**src/rtl/nco_ctrl_pkg.sv**
```systemverilog
// Shared types and default widths for the NCO carrier-acquisition sweep controller.
package nco_ctrl_pkg;

  localparam int PINC_WIDTH  = 32;
  localparam int DWELL_WIDTH = 16;
  localparam int STEP_WIDTH  = 12;

  typedef enum logic [2:0] {
    IDLE   = 3'd0,
    LOAD   = 3'd1,
    SETTLE = 3'd2,
    LOCKED = 3'd3,
    FAIL   = 3'd4
  } state_t;

endpackage

```
**src/rtl/lock_qualifier.sv**
```systemverilog
// Counts consecutive lock-high cycles; qualified fires on the cycle the run reaches LOCK_HOLD.
module lock_qualifier #(
  parameter int LOCK_HOLD = 8
) (
  input  logic clk,
  input  logic rst,
  input  logic clr,
  input  logic lock,
  output logic qualified
);

  localparam int CW = $clog2(LOCK_HOLD + 1);

  logic [CW-1:0] cnt;

  // Qualify on the cycle that would bring the count to LOCK_HOLD, so the
  // controller leaves SETTLE exactly LOCK_HOLD cycles after lock rises.
  assign qualified = lock && (cnt == CW'(LOCK_HOLD - 1));

  always_ff @(posedge clk or posedge rst) begin
    if (rst) begin
      cnt <= '0;
    end else if (clr || !lock) begin
      cnt <= '0;
    end else if (!qualified) begin
      cnt <= cnt + CW'(1);
    end
  end

endmodule

```
**src/rtl/nco_sweep_ctrl.sv**
```systemverilog
// Steps the DDS phase increment and dwells per step until the Costas loop locks.
// Build option: define SWEEP_WRAP_EN to rescan from pinc_start instead of reporting fail.
module nco_sweep_ctrl #(
  parameter int PINC_WIDTH  = nco_ctrl_pkg::PINC_WIDTH,
  parameter int DWELL_WIDTH = nco_ctrl_pkg::DWELL_WIDTH,
  parameter int STEP_WIDTH  = nco_ctrl_pkg::STEP_WIDTH,
  parameter int LOCK_HOLD   = 8
) (
  input  logic                   clk,
  input  logic                   rst,
  input  logic                   start,
  input  logic                   abort,
  input  logic [PINC_WIDTH-1:0]  pinc_start,
  input  logic [PINC_WIDTH-1:0]  pinc_step,
  input  logic [STEP_WIDTH-1:0]  step_last,
  input  logic [DWELL_WIDTH-1:0] dwell,
  input  logic                   lock,
  output logic [PINC_WIDTH-1:0]  cfg_tdata,
  output logic                   cfg_tvalid,
  input  logic                   cfg_tready,
  output logic                   busy,
  output logic                   locked,
  output logic                   fail,
  output logic [STEP_WIDTH-1:0]  step_idx,
  output logic [2:0]             state_dbg
);

  import nco_ctrl_pkg::*;

  state_t                 state;
  logic [PINC_WIDTH-1:0]  pinc_start_q;
  logic [PINC_WIDTH-1:0]  pinc_step_q;
  logic [STEP_WIDTH-1:0]  step_last_q;
  logic [DWELL_WIDTH-1:0] dwell_q;
  logic [DWELL_WIDTH-1:0] dwell_cnt;
  logic                   handshake;
  logic                   hold_clr;
  logic                   hold_lock;
  logic                   qualified;

  // Config channel: a word transfers on a cycle with cfg_tvalid && cfg_tready;
  // cfg_tdata is stable while cfg_tvalid waits, and abort may withdraw cfg_tvalid.
  assign handshake = (state == LOAD) && cfg_tvalid && cfg_tready;
  assign hold_clr  = handshake && !abort;
  assign hold_lock = lock && (state == SETTLE);
  assign state_dbg = state;

  lock_qualifier #(.LOCK_HOLD(LOCK_HOLD)) u_lock_qualifier (
    .clk       (clk),
    .rst       (rst),
    .clr       (hold_clr),
    .lock      (hold_lock),
    .qualified (qualified)
  );

  always_ff @(posedge clk or posedge rst) begin
    if (rst) begin
      state        <= IDLE;
      cfg_tdata    <= '0;
      cfg_tvalid   <= 1'b0;
      busy         <= 1'b0;
      locked       <= 1'b0;
      fail         <= 1'b0;
      step_idx     <= '0;
      pinc_start_q <= '0;
      pinc_step_q  <= '0;
      step_last_q  <= '0;
      dwell_q      <= '0;
      dwell_cnt    <= '0;
    end else if (abort) begin
      state      <= IDLE;
      cfg_tvalid <= 1'b0;
      busy       <= 1'b0;
      locked     <= 1'b0;
      fail       <= 1'b0;
    end else begin
      case (state)
        IDLE, LOCKED, FAIL: begin
          if (start) begin
            pinc_start_q <= pinc_start;
            pinc_step_q  <= pinc_step;
            step_last_q  <= step_last;
            dwell_q      <= dwell;
            step_idx     <= '0;
            cfg_tdata    <= pinc_start;
            cfg_tvalid   <= 1'b1;
            busy         <= 1'b1;
            locked       <= 1'b0;
            fail         <= 1'b0;
            state        <= LOAD;
          end
        end
        LOAD: begin
          if (cfg_tready) begin
            cfg_tvalid <= 1'b0;
            dwell_cnt  <= (dwell_q == '0) ? '0 : dwell_q - DWELL_WIDTH'(1);
            state      <= SETTLE;
          end
        end
        SETTLE: begin
          if (qualified) begin
            busy   <= 1'b0;
            locked <= 1'b1;
            state  <= LOCKED;
          end else if (dwell_cnt == '0) begin
            if (step_idx < step_last_q) begin
              step_idx   <= step_idx + STEP_WIDTH'(1);
              cfg_tdata  <= cfg_tdata + pinc_step_q;
              cfg_tvalid <= 1'b1;
              state      <= LOAD;
            end else begin
`ifdef SWEEP_WRAP_EN
              step_idx   <= '0;
              cfg_tdata  <= pinc_start_q;
              cfg_tvalid <= 1'b1;
              state      <= LOAD;
`else
              busy  <= 1'b0;
              fail  <= 1'b1;
              state <= FAIL;
`endif
            end
          end else begin
            dwell_cnt <= dwell_cnt - DWELL_WIDTH'(1);
          end
        end
        default: state <= IDLE;
      endcase
    end
  end

endmodule

```
**config.mk**
```make
export PLATFORM = sky130hd
export DESIGN_NAME = nco_sweep_ctrl
export DESIGN_NICKNAME = d
export VERILOG_FILES = /design/src/rtl/nco_ctrl_pkg.sv /design/src/rtl/lock_qualifier.sv /design/src/rtl/nco_sweep_ctrl.sv
export SDC_FILE = /design/constraint.sdc
export NUM_CORES = 1
export LEC_CHECK = 0
export ABC_AREA = 1
export ABC_CLOCK_PERIOD_IN_PS = 3900
export CAP_MARGIN = 15
export CELL_PAD_IN_SITES_DETAIL_PLACEMENT = 1
export CELL_PAD_IN_SITES_GLOBAL_PLACEMENT = 2
export CORE_MARGIN = 1
export CORE_UTILIZATION = 27
export CTS_CLUSTER_DIAMETER = 200
export CTS_CLUSTER_SIZE = 14
export DETAILED_ROUTE_END_ITERATION = 10
export PLACE_DENSITY = 0.86
export SKIP_CTS_REPAIR_TIMING = 1
export SLEW_MARGIN = 25
export SYNTH_ARGS = -nofsm -noshare
export SYNTH_HDL_FRONTEND = slang
export SYNTH_SLANG_ARGS = --single-unit
```
**constraint.sdc**
```tcl
create_clock -name clk -period 3.9 [get_ports clk]
set_input_delay 0.585 -clock clk [delete_from_list [all_inputs] [get_ports clk]]
set_output_delay 0.585 -clock clk [all_outputs]
set_load 0.05 [all_outputs]
```
## Yosys cells after proc, flatten, opt, wreduce, memory -nomap -nowiden

Cells that the tools add are included.

- $add $sub $neg: 5
- $lt $le $gt $ge: 1
- Equal/unequal tests: 21
- Muxes and demuxes: 45
- Bitwise logic cells: 1
- Reductions and logical operators: 24

Operators by type and width:

| operator | number |
|---|---|
| 32-bit 2-to-1 mux | 4 |
| 16-bit 2-to-1 mux | 4 |
| 32-bit case mux with 2 select lines | 1 |
| 12-bit 2-to-1 mux | 4 |
| 32-bit adder | 1 |
| 16-bit zero test | 2 |
| 16-bit case mux with 2 select lines | 1 |
| 16-bit by 1-bit subtractor with 16-bit output (second input constant) | 2 |
| 12-bit case mux with 2 select lines | 1 |
| 3-bit 2-to-1 mux | 6 |
| 1-bit 2-to-1 mux | 17 |
| 3-bit != test (second input constant) | 5 |
| 12-bit by 1-bit adder with 12-bit output (second input constant) | 1 |
| 12-bit < comparator | 1 |
| 6-bit AND reduction | 2 |
| 5-bit AND reduction | 2 |
| 3-bit case mux with 3 select lines | 1 |
| 3-bit AND reduction | 3 |
| 4-bit 2-to-1 mux | 2 |
| 2-bit != test (second input constant) | 4 |
| 3-bit by 2-bit equality test with 1-bit output (second input constant) | 2 |
| 2-bit by 1-bit != test with 1-bit output (second input constant) | 3 |
| 3-bit by 2-bit != test with 1-bit output (second input constant) | 2 |
| 1-bit case mux with 2 select lines | 3 |
| other kinds (17) | 23 |

- Bits in registers: 131
- Bits of input ports: 98
- Logic and storage cells: 109

## Logic depth before layout (Yosys ltp)

Gate-level depths: netlist (run 1).

- Word-level depth: 6
- Depth in mapped cells: 14

## Modules after synthesis

A second synthesis (run 1) with hierarchy kept.

- Cells, all modules: 1474
- Area, all modules: 9491.6 sq um

By module, submodules not included:

| module | times used | cells an instance | area each (sq um) | sequential area each (sq um) |
|---|---|---|---|---|
| nco_sweep_ctrl | 1 | 1443 | 9251.4 | 3178.0 |
| lock_qualifier | 1 | 31 | 240.2 | 100.1 |

## Worst setup path before layout (run 1)

Ideal clock, no wire load.

- Path kind: flip-flop to flip-flop
- From: register cfg_tdata[0]
- To: register cfg_tdata[30]
- Data arrival time: 2.098 ns
- Slack: 1.684 ns
- Stages on the path, launching flop included: 15
- Path buffers: 0
- Cells stage by stage: dfrtp_1 > ha_1 > fa_1 > nand3_1 > nand3_1 > nand2_1 > nand2_1 > nand2_1 > nand2_1 > nand2_1 > nand2_1 > nand2_1 > nand3_1 > nand2_1 > nand2_1

- Word-level cells in the longest chain between the ends: 5

RTL lines:

| what | line | text |
|---|---|---|
| start, declared | nco_sweep_ctrl.sv:18 | `output logic [PINC_WIDTH-1:0] cfg_tdata,` |
| start signal, assigned | nco_sweep_ctrl.sv:85 | `cfg_tdata <= pinc_start;` |
| start signal, assigned | nco_sweep_ctrl.sv:108 | `cfg_tdata <= cfg_tdata + pinc_step_q;` |
| 32-bit adder | nco_sweep_ctrl.sv:108 |  |
| 32-bit 2-to-1 mux | nco_sweep_ctrl.sv:106 | `if (step_idx < step_last_q) begin` |
| 32-bit 2-to-1 mux | nco_sweep_ctrl.sv:105 | `end else if (dwell_cnt == '0) begin` |
| 32-bit 2-to-1 mux | nco_sweep_ctrl.sv:101 | `if (qualified) begin` |
| 32-bit case mux with 2 select lines | nco_sweep_ctrl.sv:77 | `case (state)` |

Every way passes these cells. The select of a mux whose other input is x is not followed.
A chain may end at the register's enable or synchronous reset.

==> results of run 1 <==
[through the flow]
stage | total power, mW | setup WS [ns]
final | 9.671 | 1.412
after global routing | 10.59 | 1.118
after CTS | 9.817 | 1.378
after detailed placement | 8.012 | 1.307
after global placement | 7.853 | 1.385
after floorplan | 6.306 | 1.684
[layout make-up]
class,instances,area [µm²]
diodes,2,5.005
clock buffers,21,480.5
clock inverters,11,147.6
fillers,4290,21800
inverters,202,764.5
multi-input cells,1060,5074
flip-flops and latches,131,3278
well taps,448,560.5
repair buffers,159,1589
[report_power, final]
group	internal, mW	switching [mW]
logic	1.84	3.68
clock network	1.08	0.659
registers	1.92	0.492
total	4.84	4.83
[how the worst max path moves through the flow]
stage               cells past startpoint                        end  slack [ns]                startpoint
finish                                 12     dwell_q[6]$_DFFE_PP0P_        1.41  dwell_cnt[0]$_DFFE_PP0P_
global route                           12  cfg_tdata[26]$_DFFE_PP0P_        1.12   step_idx[5]$_DFFE_PP0P_
CTS                                    12  cfg_tdata[26]$_DFFE_PP0P_        1.38   step_idx[9]$_DFFE_PP0P_
detailed placement                      9     dwell_q[7]$_DFFE_PP0P_        1.31                     start
global placement                       10     dwell_q[6]$_DFFE_PP0P_        1.39                      lock
floorplan                              14  cfg_tdata[30]$_DFFE_PP0P_        1.68  cfg_tdata[0]$_DFFE_PP0P_
[layout by cell type, fill, tap and decap left out, drive strengths merged]
cell type	count
dfrtp	131
and2	2
a21oi	55
o21a	1
clkinvlp	2
nand3	124
bufinv	3
xnor2	9
clkdlybuf4s50	148
clkbuf	21
o21bai	3
diode	2
nand4	5
nand3b	1
and3b	1
nor3	12
o31ai	2
nor4	1
nand2	550
o41ai	1
o22ai	1
fa	1
clkinv	5
o21ai	57
and3	1
nor2	137
a31oi	5
inv	203
buf	11
or2	25
ha	47
xor2	18
a21o	1
[state kept, by name (all words and copies together), names as in the netlist]
name and flops:
cfg_tdata 32, pinc_step_q 32, dwell_cnt 16, dwell_q 16, step_idx 12, step_last_q 12
u_lock_qualifier.cnt 4, state_dbg 3, busy 1, cfg_tvalid 1, fail 1, locked 1
[cell families after synthesis]
logic type               synth area share [%]
buffers and inverters                   10.36
XOR/XNOR                                2.539
AO/OA/AOI/OAI                           7.281
flip-flops                              35.20
adder cells (fa/ha/maj)                 6.529
AND/OR/NAND/NOR                         38.10
[layer usage]
metal  global-route usage (%)  vias to the layer above  wire length [µm]  part of all wire, %
met1                    22.79                     4394             14280                   46
li1                         -                     4710                 -                    -
met2                    30.85                      133             14830                   48
met4                    5.535                       10               567                  1.8
met5                        0                        -                69                 0.22
met3                    3.762                       39              1219                  3.9
[critical path, cell delays in order, from the launching register on]
cell and delay (ns):
dfrtp_1 0.38, inv_1 0.13, ha_1 0.23, nand2_1 0.12, nor2_2 0.15, nand2_1 0.16
nand2_2 0.17, nand3_4 0.11, inv_4 0.13, nand2_4 0.23, buf_4 0.32, nor2_1 0.15
a21oi_1 0.06
==> reports/summary.txt, run 1 <==
Die Width: 187.7 µm
worst clock skew: 0.01429 ns
CTS sink count: 131
fin util: 35.31%
Slew headroom: 47.26%
die area: 35240 µm²
Final Max Tran Viols: 0
H-tree depth: 4
vias in the first global route: 9784
Avg Vias per Cell: 4.565
Seq cells post-synth: 131
Avg Cell Area, Syn: 6.504 µm²
Synth top area share: 35.20%
share of layout cells above drive strength 1: 5.366%
Synth-to-Final Area Change: 27.75%
r2r setup slk: 1.41 ns
Peak Freq: 401.9 MHz
Final Hold Viols: 0
status: finished clean
drt initial violations: 387
Total Wirelength: 30970 µm
PortBufs: 148
WHS Path Cells: 2
RSZ-0062 raised after global routing: no
Worst EP arrival: 2.78 ns
post-route ant nets: 0
IO Pins: 149
initial antenna violation count: 7
prevailing post-synth register cell: dfrtp_1
total placed cells including tap cells: 2000
EDFF count, synth: 0
slew of the pin with the lowest slew margin: 0.7911 ns
hold endpoint: pinc_step_q[7]$_DFFE_PP0P_
setup violators final: 0
hpwl dp: 24010 µm
FF-to-FF End: dwell_q[6]$_DFFE_PP0P_
Post-synth ARST share: 100.0%
VDD IR-drop max: 395.8 µV
final setup TNS: 0 ns
CP max FO: 37
Netlist cell types: 41
die height: 187.7 µm
Clock Latency Late Sink: 0.43 ns
hold_sp: pinc_step_q[7]$_DFFE_PP0P_
power per cell area: 812.8 nW/µm²
Reg2Reg Depth: 12
initial core utilization: 27.64%
clock period minus worst slack: 2.488 ns
clock buffer depth: 2
GPL Wtd Cong: 0.8797
fin nets: 1717
Yosys top cell by area: dfrtp_1
DR vias: 9286
static leakage: 6.256 nW
most frequent cell after synthesis: nand2_1
hold_ws: 0.4794 ns
Hold/Removal Path Class: reg -> reg
synth warn: 0
worst r2r src: dwell_cnt[0]$_DFFE_PP0P_
WS Path Type: reg -> reg
# DRC: 0
crit start category: flip-flop
Synth Instances: 1432
fin crit share: 63.80%
clk slew on worst S/H paths: 0.06 ns
list of most frequent post-synthesis cells: nand2_1, inv_1, nor2_1
Non-Filler Instances: 2034
largest net degree at the start of global routing: 75
Clock Tree Root: clkbuf_16
critical path required time: 4.20 ns
syn nets: 1578
WL/cell: 15.23 µm
row cnt: 67
core area: 33700 µm²
DP Area: 11270 µm²
TritonCTS clock tree: built
CTS Buf Count: 17
Tot GR Track Use: 18.09%
Seq/Total Area, Yosys: 35.20%
Final Instance Area: 11900 µm²
DRT Pass-1 Iters: 4
max-cap viol count: 0
Setup crit end kind: flip-flop
GRT overflow: 0
Mapped Area: 9314 µm²
global-route wire length before repair: 50830 µm
ranking of synthesized cells by area: dfrtp_1, nand2_1, inv_1
No activity file was read; power rests on OpenSTA's default activity.
==> run 2, diff against run 1 <==
- ABC_CLOCK_PERIOD_IN_PS: 3900 -> 2200
- clock period: 3.9 -> 2.2 ns (I/O delays scaled with it)
==> run 2 against run 1 <==
Clock-buffer cell count shrank 2. Global-route usage grew 0.61 points. Clock skew shrank 0.0029 ns. Critical path type is now reg -> out. Highest routed layer unchanged.
==> reports/summary.txt, run 2 (synthesis results as in run 1) <==
vias in the first global route: 10240 (+4.6%)
Total Wirelength: 32730 µm (+5.7%)
Final Max Tran Viols: 0 (unchanged)
Sw Share: 50.42% (+0.47 points)
RSZ-0062 raised after global routing: no
WS Path Type: reg -> out
fin util: 36.97% (+1.7 points)
CTS sink count: 131 (unchanged)
TritonCTS clock tree: built
Non-Filler Instances: 2076 (+2.1%)
Worst EP arrival: 1.79 ns (-0.99 ns)
Avg Vias per Cell: 4.585 (+0.44%)
Reg2Reg Depth: 13 (+1)
worst r2r src: step_last_q[11]$_DFFE_PP0P_
Die Width: 187.7 µm (unchanged)
P_int: 8.828 mW (+82%)
DRT Pass-1 Iters: 4 (unchanged)
global-route met1 utilization: 23.30% (+0.51 points)
Hold/Removal Path Class: in -> async
fillers: 4282 (-0.19%)
power per cell area: 1429 nW/µm² (+76%)
initial core utilization: 27.64% (unchanged)
Largest regs: cfg_tdata: 32 flops, pinc_step_q: 32 flops
share of layout cells above drive strength 1: 9.281% (+3.9 points)
drt initial violations: 402 (+3.9%)
H-tree depth: 4 (unchanged)
sequential share of power: 24.0% (-0.9 points)
GRT overflow: 0 (unchanged)
critical path required time: 1.87 ns (-2.33 ns)
die height: 187.7 µm (unchanged)
global-route wire length before repair: 52940 µm (+4.2%)
final setup TNS: 0 ns (unchanged)
IO Pins: 149 (unchanged)
worst clock skew: 0.01141 ns (-0.002885 ns)
Multi-input gate area: 5184 µm² (+2.2%)
core area: 33700 µm² (unchanged)
Synth-to-Final Area Change: 33.76%
# DRC: 0 (unchanged)
Clock Latency Late Sink: 0.43 ns (about the same)
clk slew on worst S/H paths: 0.07 ns (about the same)
VDD IR-drop max: 665.3 µV (+68%)
largest net degree at the start of global routing: 66 (-12%)
hold_ws: 0.2353 ns (-0.2441 ns)
fin crit share: 96.23%
Slew headroom: 60.05% (+13 points)
GPL Wtd Cong: 0.8699 (-1.1%)
slew of the pin with the lowest slew margin: 0.5973 ns (-0.1938 ns)
row cnt: 67 (unchanged)
met2 Use GR: 33.15% (+2.3 points)
clock buffer depth: 2 (unchanged)
max-cap viol count: 0 (unchanged)
CTS Buf Count: 17 (unchanged)
status: finished clean
Setup crit end kind: primary output
Clock Tree Root: clkbuf_16
die area: 35240 µm² (unchanged)
Peak Freq: 472.4 MHz
WL/cell: 15.76 µm (+3.5%)
commonest non-fill, non-tap cell in the layout: nand2_1
initial antenna violation count: 6 (-1)
r2r setup slk: 0.17 ns (-1.24 ns)
total placed cells including tap cells: 2036 (+1.8%)
fin nets: 1760 (+2.5%)
setup violators final: 0 (unchanged)
PortBufs: 148 (unchanged)
CP max FO: 6 (-84%)
Tot GR Track Use: 18.71% (+0.61 points)
crit start category: flip-flop
Final Hold Viols: 0 (unchanged)
met3 usage: 3.781% (+0.019 points)
Clock power frac: 15.9% (-2.0 points)
combinational cell fraction of total power: 60.1% (+3.0 points)
DR vias: 9519 (+2.5%)
clock period minus worst slack: 2.117 ns
busiest grt layer: met2
static leakage: 6.533 nW (+4.4%)
hpwl dp: 24990 µm (+4.1%)
FF-to-FF End: step_idx[10]$_DFFE_PP0P_
NetSw: 8.977 mW (+86%)
Sequential Area: 3279 µm² (about the same)
post-route ant nets: 0 (unchanged)
leading cell types in the layout, fill and taps excluded: nand2_1, inv_1, clkdlybuf4s50_1, nor2_1, dfrtp_1
run 2: final cells by class:
class | count | area share, %
clock buffer | 19 | 3.555
sequential | 131 | 26.32
tap | 448 | 4.499
timing repair buffer | 201 | 16.77
inverter | 202 | 6.217
clock inverter | 13 | 1.004
antenna | 1 | 0.02009
multi-input combinational | 1061 | 41.61
run 2: how the worst max path moves through the flow:
stage | start | endpoint | cells past startpoint
after floorplan | step_idx[5]$_DFFE_PP0P_ | step_idx[4]$_DFFE_PP0P_ | 13
after global placement | cfg_tdata[0]$_DFFE_PP0P_ | cfg_tdata[24]$_DFFE_PP0P_ | 14
after detailed placement | cfg_tdata[0]$_DFFE_PP0P_ | cfg_tdata[24]$_DFFE_PP0P_ | 14
after CTS | dwell_cnt[1]$_DFFE_PP0P_ | pinc_step_q[12]$_DFFE_PP0P_ | 12
after global routing | dwell_cnt[1]$_DFFE_PP0P_ | step_last_q[9]$_DFFE_PP0P_ | 12
final | step_idx[4]$_DFFE_PP0P_ | step_idx[4] | 2
run 2: metal layers:
layer	share of wire, %	vias up
li1	-	4796
met1	45	4552
met2	49	133
met3	3.9	28
met4	1.3	10
met5	0.17	-
run 2: stage by stage:
step | total power [mW] | setup slack, ns | cell area (µm²)
after global placement | 14.43 | 0.03454 | 11650
after global routing | 19.49 | 0.001921 | 12460
after detailed placement | 14.72 | -0.02104 | 11650
final | 17.80 | 0.08295 | 12460
after floorplan | 11.18 | 0.02019 | 9319
after CTS | 17.68 | -0.03215 | 12220
run 2: worst max-delay path: stages (launching register included):
cell	delay [ns]
dfrtp_1	0.38
buf_4	0.16
clkdlybuf4s50_1	0.82
run 2: power groups by stage:
stage	registers (mW)	clock network, mW	logic [mW]
floorplan	5.17	0	6.01
global placement	4.28	0	10.1
detailed placement	4.31	0	10.4
CTS	4.28	2.92	10.5
global route	4.41	3.01	12.1
finish	4.27	2.84	10.7
==> run 3, diff against run 2 <==
- CTS_BUF_LIST: default -> sky130_fd_sc_hd__clkbuf_2 sky130_fd_sc_hd__clkbuf_4 sky130_fd_sc_hd__clkbuf_8
==> run 3 against run 2 <==
Critical path depth is the same. Total power shrank 4.4%. Non-clock buffer count is the same. Highest routed layer unchanged. Combinational power is essentially flat. Sequential share of layout area grew 0.39 points. Fmax shrank 0.14%. Die area is the same. Critical path type unchanged. Cell area shrank 1.5%. First-iteration DRC count shrank 5.2%. Core utilization shrank 0.54 points.
==> reports/summary.txt, run 3 (synthesis results as in run 1) <==
status: finished clean
power per cell area: 1386 nW/µm² (-3.0%)
drt initial violations: 381 (-5.2%)
slew of the pin with the lowest slew margin: 0.5949 ns (-0.002435 ns)
Final Max Tran Viols: 0 (unchanged)
GRT overflow: 0 (unchanged)
PortBufs: 148 (unchanged)
# DRC: 0 (unchanged)
H-tree depth: 4 (unchanged)
IO Pins: 149 (unchanged)
clock period minus worst slack: 2.120 ns (+0.002926 ns)
die height: 187.7 µm (unchanged)
WS Path Type: reg -> out
setup ws final: 0.08002 ns (-0.002926 ns)
share of layout cells above drive strength 1: 9.342% (+0.061 points)
core area: 33700 µm² (unchanged)
Worst EP arrival: 1.79 ns (about the same)
Die Width: 187.7 µm (unchanged)
VDD IR-drop max: 577.3 µV (-13%)
Total Wirelength: 32450 µm (-0.84%)
Critical Path Max Stage Delay: 0.80 ns (-0.02 ns)
WL/cell: 15.63 µm (-0.84%)
post-route ant nets: 0 (unchanged)
CP max FO: 4 (-2)
clock buffer depth: 2 (unchanged)
vias in the first global route: 10130 (-1.0%)
leading cell types in the layout, fill and taps excluded: nand2_1, inv_1, clkdlybuf4s50_1, nor2_1, dfrtp_1
Setup crit end kind: primary output
DR vias: 9514 (-0.053%)
hold_ws: 0.1990 ns (-0.03634 ns)
TritonCTS clock tree: built
largest net degree at the start of global routing: 66 (unchanged)
Avg Vias per Cell: 4.583 (about the same)
setup violators final: 0 (unchanged)
fillers: 4299 (+0.40%)
Slew headroom: 60.22% (+0.16 points)
DRT Pass-1 Iters: 5 (+1)
static leakage: 6.483 nW (-0.77%)
critical path required time: 1.87 ns (about the same)
Clock Tree Root: clkbuf_8
Peak Freq: 471.7 MHz (-0.14%)
Clock Latency Late Sink: 0.46 ns (+0.03 ns)
clk slew on worst S/H paths: 0.09 ns (+0.02 ns)
max-cap viol count: 0 (unchanged)
hpwl dp: 24990 µm (unchanged)
Place WS: -0.02104 ns (unchanged)
GPL Wtd Cong: 0.8699 (unchanged)
global-route wire length before repair: 52520 µm (-0.80%)
fin nets: 1760 (unchanged)
CTS sink count: 131 (unchanged)
fin util: 36.43% (-0.54 points)
Tot Pwr: 17.02 mW (-4.4%)
row cnt: 67 (unchanged)
RSZ-0062 raised after global routing: no
CTS Buf Count: 17 (unchanged)
crit-path cells: buf_4 > clkdlybuf4s50_1
CP max-delay cell: clkdlybuf4s50_1
Tot GR Track Use: 18.53% (-0.17 points)
Hold/Removal Path Class: in -> async
Largest regs: cfg_tdata: 32 flops, pinc_step_q: 32 flops
die area: 35240 µm² (unchanged)
Synth-to-Final Area Change: 31.80%
commonest non-fill, non-tap cell in the layout: nand2_1
worst clock skew: 0.01955 ns (+0.008139 ns)
initial core utilization: 27.64% (unchanged)
crit start category: flip-flop
fin crit share: 96.36% (+0.13 points)
initial antenna violation count: 6 (unchanged)
Final Hold Viols: 0 (unchanged)
==> run 3: power by group <==
part / internal, mW / switching, mW
registers: 3.40 / 0.860
logic: 3.82 / 6.85
clock network: 0.954 / 1.13
==> run 3: layer usage <==
| layer | vias up | track usage, % | part of all wire (%) |
|---|---|---|---|
| met4 | 10 | 3.909 | 1.0 |
| met3 | 27 | 3.743 | 3.9 |
| li1 | 4796 | - | - |
| met5 | - | 0 | 0.19 |
| met2 | 139 | 32.68 | 49 |
| met1 | 4542 | 23.19 | 46 |
==> run 3: cell type report <==
type	instances	area (µm²)	share of cell area [%]
Clock buffer	19	255.2	2.079
Sequential cell	131	3279	26.72
Antenna cell	1	2.502	0.02039
Tap cell	448	560.5	4.566
Clock inverter	13	125.1	1.019
Inverter	202	774.5	6.309
Timing Repair Buffer	201	2095	17.06
Multi-Input combinational cell	1061	5184	42.23
==> run 3: final timing paths <==
path                                             start                           to  slack [ns]  depth (start not counted)
max in group asynchronous                          rst      dwell_q[14]$_DFFE_PP0P_        1.44                          3
hold / removal                                     rst   pinc_step_q[3]$_DFFE_PP0P_        0.20                          2
hold reg to reg            pinc_step_q[18]$_DFFE_PP0P_  pinc_step_q[18]$_DFFE_PP0P_        0.49                          2
setup / recovery               step_idx[3]$_DFFE_PP0P_                  step_idx[3]        0.08                          2
min in group clk                          pinc_step[3]   pinc_step_q[3]$_DFFE_PP0P_        0.43                          3
setup reg to reg           step_last_q[11]$_DFFE_PP0P_     step_idx[10]$_DFFE_PP0P_        0.15                         13
==> run 3: worst max-delay path, delay by kind of cell (launching register included) <==
family / cells / cell delay (ns)
DFF: 1 / 0.38
buffers and inverters: 2 / 0.95
==> run 3: per-stage QoR <==
step | instances | TNS, ns | instance area (µm²)
6_report | 2076 | 0 | 12280
5_1_grt | 2075 | 0 | 12270
4_1_cts | 2068 | -0.3824 | 12030
3_5_place_dp | 2036 | -0.02202 | 11650
3_3_place_gp | 2036 | 0 | 11650
2_1_floorplan | 1432 | 0 | 9319
